File: src/rtl/alu_pkg.sv
// alu_pkg: shared types for pipelined_alu.
// Optional multiplier is selected with the ALU_MUL_EN macro (see pipelined_alu).
package alu_pkg;

    localparam int unsigned OP_W = 4;

    typedef enum logic [OP_W-1:0] {
        OP_ADD = 4'd0,
        OP_SUB = 4'd1,
        OP_SHL = 4'd2,
        OP_SHR = 4'd3,
        OP_AND = 4'd4,
        OP_OR  = 4'd5,
        OP_XOR = 4'd6,
        OP_EQ  = 4'd7,
        OP_SLT = 4'd8,
        OP_SRA = 4'd9,
        OP_MUL = 4'd10
    } op_e;

    typedef enum logic {
        IDLE = 1'b0,
        MUL  = 1'b1
    } state_e;

    typedef struct packed {
        logic zero;
        logic carry;
        logic ovf;
        logic err;
    } flags_t;

    // Opcodes above MUL are never legal; MUL is legal only when the multiplier is built.
    function automatic logic op_illegal(input logic [OP_W-1:0] op, input logic mul_en);
        return (op > 4'd10) || ((op == 4'd10) && !mul_en);
    endfunction

endpackage

File: src/rtl/pipelined_alu_if.sv
// pipelined_alu_if: operand-issue and result-writeback handshake bundle.
// slave is the ALU view, master is the issue/writeback side.
interface pipelined_alu_if #(
    parameter int unsigned WIDTH = 8
);
    import alu_pkg::*;

    logic             in_valid_i;
    logic             in_ready_o;
    logic [WIDTH-1:0] a_i;
    logic [WIDTH-1:0] b_i;
    logic [OP_W-1:0]  op_i;
    logic             out_valid_o;
    logic             out_ready_i;
    logic [WIDTH-1:0] alu_o;
    logic             zero_o;
    logic             carry_o;
    logic             ovf_o;
    logic             err_o;

    modport slave (
        input  in_valid_i, a_i, b_i, op_i, out_ready_i,
        output in_ready_o, out_valid_o, alu_o, zero_o, carry_o, ovf_o, err_o
    );

    modport master (
        output in_valid_i, a_i, b_i, op_i, out_ready_i,
        input  in_ready_o, out_valid_o, alu_o, zero_o, carry_o, ovf_o, err_o
    );

endinterface

File: src/rtl/alu_mul_seq.sv
// alu_mul_seq: iterative shift-add multiplier, one bit of b per cycle.
// done_o/product_o are combinational on the final step so the caller can
// register the product on the WIDTH-th edge after start_i.
module alu_mul_seq #(
    parameter int unsigned WIDTH = 8
) (
    input  logic             clk_i,
    input  logic             rst_ni,
    input  logic             start_i,
    input  logic [WIDTH-1:0] a_i,
    input  logic [WIDTH-1:0] b_i,
    output logic             done_o,
    output logic [WIDTH-1:0] product_o
);

    localparam int unsigned        CNT_W = $clog2(WIDTH);
    localparam logic [CNT_W-1:0]   LAST  = CNT_W'(WIDTH - 1);

    logic             busy_q;
    logic [CNT_W-1:0] cnt_q;
    logic [WIDTH-1:0] acc_q;
    logic [WIDTH-1:0] mcand_q;
    logic [WIDTH-1:0] mplier_q;
    logic [WIDTH-1:0] acc_step;

    assign acc_step  = acc_q + (mplier_q[0] ? mcand_q : '0);
    assign done_o    = busy_q && (cnt_q == LAST);
    assign product_o = acc_step;

    // Load operands on start, then accumulate one partial product per cycle.
    always_ff @(posedge clk_i or negedge rst_ni) begin
        if (!rst_ni) begin
            busy_q   <= 1'b0;
            cnt_q    <= '0;
            acc_q    <= '0;
            mcand_q  <= '0;
            mplier_q <= '0;
        end else if (start_i) begin
            busy_q   <= 1'b1;
            cnt_q    <= '0;
            acc_q    <= '0;
            mcand_q  <= a_i;
            mplier_q <= b_i;
        end else if (busy_q) begin
            acc_q    <= acc_step;
            mcand_q  <= mcand_q << 1;
            mplier_q <= mplier_q >> 1;
            cnt_q    <= cnt_q + 1'b1;
            if (cnt_q == LAST) begin
                busy_q <= 1'b0;
            end
        end
    end

endmodule

File: src/rtl/pipelined_alu.sv
// pipelined_alu: registered ALU with valid/ready on both sides and status flags.
// Define ALU_MUL_EN to build the iterative multiplier for opcode 10;
// otherwise opcode 10 is reported as illegal and the FSM stays in IDLE.
module pipelined_alu
    import alu_pkg::*;
#(
    parameter int unsigned WIDTH = 8
) (
    input  logic           clk_i,
    input  logic           rst_ni,
    pipelined_alu_if.slave bus
);

    localparam int unsigned SH_W = $clog2(WIDTH);
`ifdef ALU_MUL_EN
    localparam logic MUL_EN = 1'b1;
`else
    localparam logic MUL_EN = 1'b0;
`endif

    state_e           state_q, state_d;
    logic             accept;
    logic             load;
    logic             illegal;
    logic [WIDTH:0]   sum;
    logic [WIDTH:0]   diff;
    logic             big_shift;
    logic [SH_W-1:0]  sh_amt;
    logic [WIDTH-1:0] res_sc, res_d;
    flags_t           flg_sc, flg_d;
    logic             out_valid_q;
    logic [WIDTH-1:0] alu_q;
    flags_t           flg_q;

`ifdef ALU_MUL_EN
    logic             mul_start;
    logic             mul_done;
    logic [WIDTH-1:0] mul_product;

    alu_mul_seq #(
        .WIDTH(WIDTH)
    ) u_mul (
        .clk_i    (clk_i),
        .rst_ni   (rst_ni),
        .start_i  (mul_start),
        .a_i      (bus.a_i),
        .b_i      (bus.b_i),
        .done_o   (mul_done),
        .product_o(mul_product)
    );
`endif

    assign bus.in_ready_o  = (state_q == IDLE) && (!out_valid_q || bus.out_ready_i);
    assign accept          = bus.in_valid_i && bus.in_ready_o;
    assign illegal         = op_illegal(bus.op_i, MUL_EN);

    assign bus.out_valid_o = out_valid_q;
    assign bus.alu_o       = alu_q;
    assign bus.zero_o      = flg_q.zero;
    assign bus.carry_o     = flg_q.carry;
    assign bus.ovf_o       = flg_q.ovf;
    assign bus.err_o       = flg_q.err;

    // Single-cycle datapath and its flags.
    always_comb begin
        sum       = {1'b0, bus.a_i} + {1'b0, bus.b_i};
        diff      = {1'b0, bus.a_i} - {1'b0, bus.b_i};
        big_shift = (bus.b_i >= WIDTH'(WIDTH));
        sh_amt    = bus.b_i[SH_W-1:0];
        res_sc    = '0;
        flg_sc    = '0;
        if (illegal) begin
            flg_sc.err = 1'b1;
        end else begin
            case (bus.op_i)
                OP_ADD: begin
                    res_sc       = sum[WIDTH-1:0];
                    flg_sc.carry = sum[WIDTH];
                    flg_sc.ovf   = (bus.a_i[WIDTH-1] == bus.b_i[WIDTH-1]) &&
                                   (sum[WIDTH-1] != bus.a_i[WIDTH-1]);
                end
                OP_SUB: begin
                    res_sc       = diff[WIDTH-1:0];
                    flg_sc.carry = diff[WIDTH];
                    flg_sc.ovf   = (bus.a_i[WIDTH-1] != bus.b_i[WIDTH-1]) &&
                                   (diff[WIDTH-1] != bus.a_i[WIDTH-1]);
                end
                OP_SHL:  res_sc = big_shift ? '0 : (bus.a_i << sh_amt);
                OP_SHR:  res_sc = big_shift ? '0 : (bus.a_i >> sh_amt);
                OP_AND:  res_sc = bus.a_i & bus.b_i;
                OP_OR:   res_sc = bus.a_i | bus.b_i;
                OP_XOR:  res_sc = bus.a_i ^ bus.b_i;
                OP_EQ:   res_sc = {{(WIDTH-1){1'b0}}, (bus.a_i == bus.b_i)};
                OP_SLT:  res_sc = {{(WIDTH-1){1'b0}}, ($signed(bus.a_i) < $signed(bus.b_i))};
                OP_SRA:  res_sc = big_shift ? {WIDTH{bus.a_i[WIDTH-1]}}
                                            : WIDTH'($signed(bus.a_i) >>> sh_amt);
                default: res_sc = '0;
            endcase
        end
        flg_sc.zero = (res_sc == '0);
    end

    // FSM state register.
    always_ff @(posedge clk_i or negedge rst_ni) begin
        if (!rst_ni) begin
            state_q <= IDLE;
        end else begin
            state_q <= state_d;
        end
    end

    // Next state, multiplier start and output-register load selection.
    always_comb begin
        state_d = state_q;
        load    = 1'b0;
        res_d   = res_sc;
        flg_d   = flg_sc;
`ifdef ALU_MUL_EN
        mul_start = 1'b0;
`endif
        case (state_q)
            IDLE: begin
                if (accept) begin
`ifdef ALU_MUL_EN
                    if (bus.op_i == OP_MUL) begin
                        state_d   = MUL;
                        mul_start = 1'b1;
                    end else begin
                        load = 1'b1;
                    end
`else
                    load = 1'b1;
`endif
                end
            end
`ifdef ALU_MUL_EN
            MUL: begin
                if (mul_done) begin
                    load       = 1'b1;
                    res_d      = mul_product;
                    flg_d      = '0;
                    flg_d.zero = (mul_product == '0);
                    state_d    = IDLE;
                end
            end
`endif
            default: state_d = IDLE;
        endcase
    end

    // Output register: load replaces a consumed result, otherwise hold until taken.
    always_ff @(posedge clk_i or negedge rst_ni) begin
        if (!rst_ni) begin
            out_valid_q <= 1'b0;
            alu_q       <= '0;
            flg_q       <= '0;
        end else if (load) begin
            out_valid_q <= 1'b1;
            alu_q       <= res_d;
            flg_q       <= flg_d;
        end else if (bus.out_ready_i) begin
            out_valid_q <= 1'b0;
        end
    end

endmodule

File: src/flat_wrapper.sv
// flat-port wrapper written by rule: the top's interface ports become plain ports
module pipelined_alu_flat import alu_pkg::*;
#(
    parameter int unsigned WIDTH = 8
)
  (clk_i, rst_ni, bus_in_valid_i, bus_a_i, bus_b_i, bus_op_i, bus_out_ready_i, bus_in_ready_o, bus_out_valid_o, bus_alu_o, bus_zero_o, bus_carry_o, bus_ovf_o, bus_err_o);
  pipelined_alu_if #(.WIDTH(WIDTH)) bus_i ();
  input  logic clk_i;
  input  logic rst_ni;
  input wire logic [$bits(bus_i.in_valid_i)-1:0] bus_in_valid_i;
  input wire logic [$bits(bus_i.a_i)-1:0] bus_a_i;
  input wire logic [$bits(bus_i.b_i)-1:0] bus_b_i;
  input wire logic [$bits(bus_i.op_i)-1:0] bus_op_i;
  input wire logic [$bits(bus_i.out_ready_i)-1:0] bus_out_ready_i;
  output wire logic [$bits(bus_i.in_ready_o)-1:0] bus_in_ready_o;
  output wire logic [$bits(bus_i.out_valid_o)-1:0] bus_out_valid_o;
  output wire logic [$bits(bus_i.alu_o)-1:0] bus_alu_o;
  output wire logic [$bits(bus_i.zero_o)-1:0] bus_zero_o;
  output wire logic [$bits(bus_i.carry_o)-1:0] bus_carry_o;
  output wire logic [$bits(bus_i.ovf_o)-1:0] bus_ovf_o;
  output wire logic [$bits(bus_i.err_o)-1:0] bus_err_o;
  assign bus_i.in_valid_i = bus_in_valid_i;
  assign bus_i.a_i = bus_a_i;
  assign bus_i.b_i = bus_b_i;
  assign bus_i.op_i = bus_op_i;
  assign bus_i.out_ready_i = bus_out_ready_i;
  assign bus_in_ready_o = bus_i.in_ready_o;
  assign bus_out_valid_o = bus_i.out_valid_o;
  assign bus_alu_o = bus_i.alu_o;
  assign bus_zero_o = bus_i.zero_o;
  assign bus_carry_o = bus_i.carry_o;
  assign bus_ovf_o = bus_i.ovf_o;
  assign bus_err_o = bus_i.err_o;
  pipelined_alu #(.WIDTH(WIDTH)) u_core (.clk_i(clk_i), .rst_ni(rst_ni), .bus(bus_i));
endmodule
File: config.mk
export PLATFORM = sky130hd
export DESIGN_NAME = pipelined_alu_flat
export DESIGN_NICKNAME = d
export VERILOG_FILES = /design/src/rtl/alu_pkg.sv /design/src/rtl/pipelined_alu_if.sv /design/src/rtl/alu_mul_seq.sv /design/src/rtl/pipelined_alu.sv /design/src/flat_wrapper.sv
export SDC_FILE = /design/constraint.sdc
export NUM_CORES = 1
export LEC_CHECK = 0
export CAP_MARGIN = 30
export CORE_AREA = 5 5 55 105
export DETAILED_ROUTE_END_ITERATION = 10
export DIE_AREA = 0 0 60 110
export PLACE_DENSITY_LB_ADDON = 0.15
export SYNTH_ARGS = -nofsm -noshare
export SYNTH_HDL_FRONTEND = slang
export SYNTH_SLANG_ARGS = --single-unit
export TNS_END_PERCENT = 10
File: constraint.sdc
create_clock -name clk_i -period 1.7 [get_ports clk_i]
set_input_delay 0.34 -clock clk_i [delete_from_list [all_inputs] [get_ports clk_i]]
set_output_delay 0.34 -clock clk_i [all_outputs]
set_load 0.02 [all_outputs]
==> results.py <==
metrics = {
    "timing": {
        "final_min_period_over_clock_period_pct": 148,
        "rsz0062_at_grt": "yes",
        "slew_violations": 0,
        "fmax_mhz": 399,
        "holdWs_ns": 0.481,
        "finClkSkew_ns": 0.00280,
        "finalWorstSetupSlack_ns": -0.808,
        "timing_worst_slew_pin_value_ns": 0.620,
        "slew_headroom_pct": 58.5,
        "fin_crit_ns": 2.51,
        "hold_viol_final": 0,
        "setup_viol": 11,
    },
    "grt": {
        "overflow": 0,
        "antenna_found_initial": 0,
        "grtUsageTotal_pct": 35.8,
        "grt_max_degree": 24,
        "grt_pass1_vias": 3451,
        "grt_pass1_wl_mm": 17.5,
    },
    "routing": {
        "viasPerCell": 6.29,
        "ant_nets": 0,
        "dr.pass1.iters": 5,
        "drc_errors": 0,
        "routed_wl_mm": 11.4,
        "num_vias": 3352,
        "drt_iter0_drc": 219,
        "wl_per_cell_um": 21.5,
    },
    "power": {
        "pwr-share-clk_pct": 14.5,
        "seq_power_share_pct": 19.7,
        "p_leak_nw": 1.89,
        "p_int_mw": 1.14,
        "switching_share_pct": 40.4,
        "pwr_density_cell_nw_per_um2": 456,
        "pwr-share-comb_pct": 65.7,
        "p_total_mw": 1.92,
        "ir_drop_v": 0.000504,
        "switchingPower_uw": 775,
    },
    "yosys": {
        "synth_ff_type": "dfrtp_1",
        "synthesis.area_um2": 2550,
        "ys_ff_latch": 13,
        "ys_async_sr_fraction_pct": 100,
        "synthDistinctLibCells": 70,
        "seq_area_frac_synth_pct": 12.7,
        "synth_edf_count": 0,
        "avgSynthCellArea_um2": 7.83,
        "synth.area.top_cells": "dfrtp_1 (13%), ha_1 (12%), mux2i_1 (5.1%)",
        "yosysTopAreaCell": "dfrtp_1",
        "synth_nets": 377,
        "synthCells": 326,
        "yosysTopAreaCellShare_pct": 12.7,
        "yosysWarnings": 0,
    },
    "floorplan": {
        "die-area_um2": 6600,
        "die_w_um": 60,
        "top_level_ports": 38,
        "rows": 36,
        "core_area_um2": 4860,
        "start_util_pct": 52.5,
        "die_h_um": 110,
    },
    "place": {
        "portBuffers": 37,
        "routabilityCongestion": 0.998,
        "dp_hpwl_mm": 8.36,
        "dp_slack_ns": -1.58,
        "post_dp_cell_area_um2": 3690,
    },
    "clock_tree": {
        "h-tree-depth": 1,
        "cts_hold_buf": 0,
        "cts_sinks": 13,
        "root_buffer": "clkbuf_8",
        "clkLatencyLatePin_ns": 0.25,
        "cts_buffers": 3,
        "clockBufferDepth": 2,
        "cts_tree": "built",
        "clk_pin_slew_ns": 0.06,
    },
    "critical_path": {
        "cpLargestDelayFamily": "compound AO/OA/AOI/OAI gates",
        "path_cells": "buf_8, ha_4, inv_4, fa_2, or2_1, a32oi_2, o221a_1, o211ai_1, nor4_4, nand4_1, o41ai_2",
        "worst-path-stages": 11,
        "startpoint_type": "input pin",
        "slowest_stage": "fa_2",
        "crit_arrival_ns": 2.65,
        "critPathMaxFanout": 3,
        "crit_path_max_incr_delay_ns": 0.41,
        "end_kind": "flip-flop",
        "critPathRequiredTime_ns": 1.85,
        "critPathBufInv": 2,
        "worstSetupPathType": "in -> reg",
        "ff2ff_path_depth": 7,
    },
    "layout": {
        "drive_above_1_share_pct": 46.1,
        "post-route-cell-area_um2": 4210,
        "syn_to_final_growth_pct": 64.8,
        "nets": 527,
        "finalCoreUtilization_pct": 86.5,
    },
    "job": {
        "maxCapViolCount": 0,
    },
    "outcome": {
        "outcome": "complete, but fails checks",
        "failed_checks": "negative setup slack",
    },
    "min_path": {
        "hold_class": "in -> async",
    },
}
==> per-stage QoR <==
stage	cells	setup TNS [ns]
floorplan	326	-5.07
detailed placement	511	-14.02
CTS	529	-6.00
global placement	511	-13.61
global route	532	-7.25
finish	533	-6.31
==> flip-flops by register name, indices dropped and copies added (netlist names) <==
register / cells
u_core.bus.ovf_o: 1
u_core.bus.carry_o: 1
u_core.bus.err_o: 1
u_core.bus.alu_o: 8
u_core.bus.zero_o: 1
u_core.bus.out_valid_o: 1
==> path summary, 6_finish.rpt <==
| kind | to | start | slack, ns |
|---|---|---|---|
| max in group asynchronous | u_core.bus.alu_o[2] | rst_ni | 0.82 |
| worst max-delay path | u_core.bus.zero_o | bus_b_i[0] | -0.81 |
| worst min-delay path | u_core.bus.alu_o[3] | rst_ni | 0.48 |
| min in group clk_i | u_core.bus.err_o | u_core.bus.err_o | 0.48 |
| worst max register to register | u_core.bus.zero_o | u_core.bus.out_valid_o | 0.06 |
| worst min register to register | u_core.bus.err_o | u_core.bus.err_o | 0.48 |
==> cells in the final DEF (no fill, tap or decap), types with 3 or more instances in the layout <==
| cell | Yosys | final |
|---|---|---|
| or4_4 | 2 | 3 |
| xnor2_1 | 3 | 3 |
| dfrtp_1 | 13 | 13 |
| o31ai_1 | 4 | 4 |
| nor3b_1 | 3 | 3 |
| o211ai_1 | 7 | 7 |
| nor4_2 | 1 | 3 |
| nand2_1 | 32 | 31 |
| mux2i_1 | 13 | 13 |
| buf_4 | 6 | 119 |
| ha_1 | 25 | 14 |
| nand2b_1 | 7 | 6 |
| o21ai_0 | 16 | 14 |
| inv_2 | 0 | 11 |
| ha_4 | 0 | 9 |
| a21oi_2 | 0 | 6 |
| a21oi_1 | 21 | 15 |
| buf_6 | 6 | 13 |
| nor2b_1 | 6 | 6 |
| a211oi_1 | 7 | 6 |
| clkbuf_8 | 0 | 3 |
| mux2_2 | 6 | 4 |
| nor3_1 | 6 | 5 |
| o21ai_1 | 5 | 6 |
| nor2_1 | 27 | 26 |
| nand3_1 | 7 | 6 |
| clkdlybuf4s50_1 | 0 | 18 |
| o22ai_1 | 4 | 4 |
| inv_1 | 22 | 8 |
| mux4_2 | 3 | 3 |
| buf_2 | 6 | 3 |
| dlygate4sd2_1 | 0 | 7 |
==> metal layers <==
metal | global-route usage [%] | part of all wire, % | vias up
met1 | 35.3 | 33 | 1569
met2 | 63.9 | 53 | 197
met3 | 3.50 | 5.7 | 72
li1 | - | - | 1514
met4 | 29.6 | 8.5 | 0
met5 | 0 | 0 | -
==> cell type report <==
type | instances | area (µm²)
Multi-Input combinational cell | 267 | 2280
Timing Repair Buffer | 168 | 1380
Fill cell | 282 | 658
Sequential cell | 13 | 325
Inverter | 23 | 101
Tap cell | 57 | 71.3
Clock buffer | 4 | 45.0
Antenna cell | 1 | 2.50
==> cell families (layout without fill, tap and decap cells) <==
logic type / after synthesis / after routing / synth area share, %
multiplexers: 22 / 22 / 10.4
flip-flops: 13 / 13 / 12.7
AO/OA/AOI/OAI: 101 / 101 / 27.9
other: 0 / 1 / 0
AND/OR/NAND/NOR: 114 / 114 / 24.3
adder cells (fa/ha/maj): 27 / 27 / 13.8
XOR/XNOR: 3 / 3 / 1.03
buffers and inverters: 46 / 195 / 9.80
==> synthesized netlist by cell type, drive strengths merged (3+ instances only) <==
cell	number
a221oi	3
ha	25
nor2b	6
nor3b	3
mux2i	13
mux2	6
nor4	6
o211ai	8
a211oi	7
or4	4
nand2b	7
o21ai	21
clkbuf	5
o31ai	5
buf	18
o22ai	4
a31oi	3
inv	22
dfrtp	13
and2	3
nand3	7
mux4	3
xnor2	3
nand2	32
a21oi	21
nor3	6
nor2	27
==> repair_timing <==
action                                  CTS  global route
buffers inserted                         14             4
resized for setup                       113            23
pin swaps                                27            18
endpoints found under the setup margin   12            12
endpoints found under the hold margin     0             0
==> power groups by stage <==
stage	combinational, mW	clock, mW	sequential, mW
global placement	1.03	0	0.381
CTS	1.18	0.279	0.379
finish	1.26	0.278	0.379
detailed placement	1.05	0	0.384
floorplan	0.473	0	0.438
global route	1.34	0.283	0.383
Note: power is estimated with default switching activity, not from simulation.
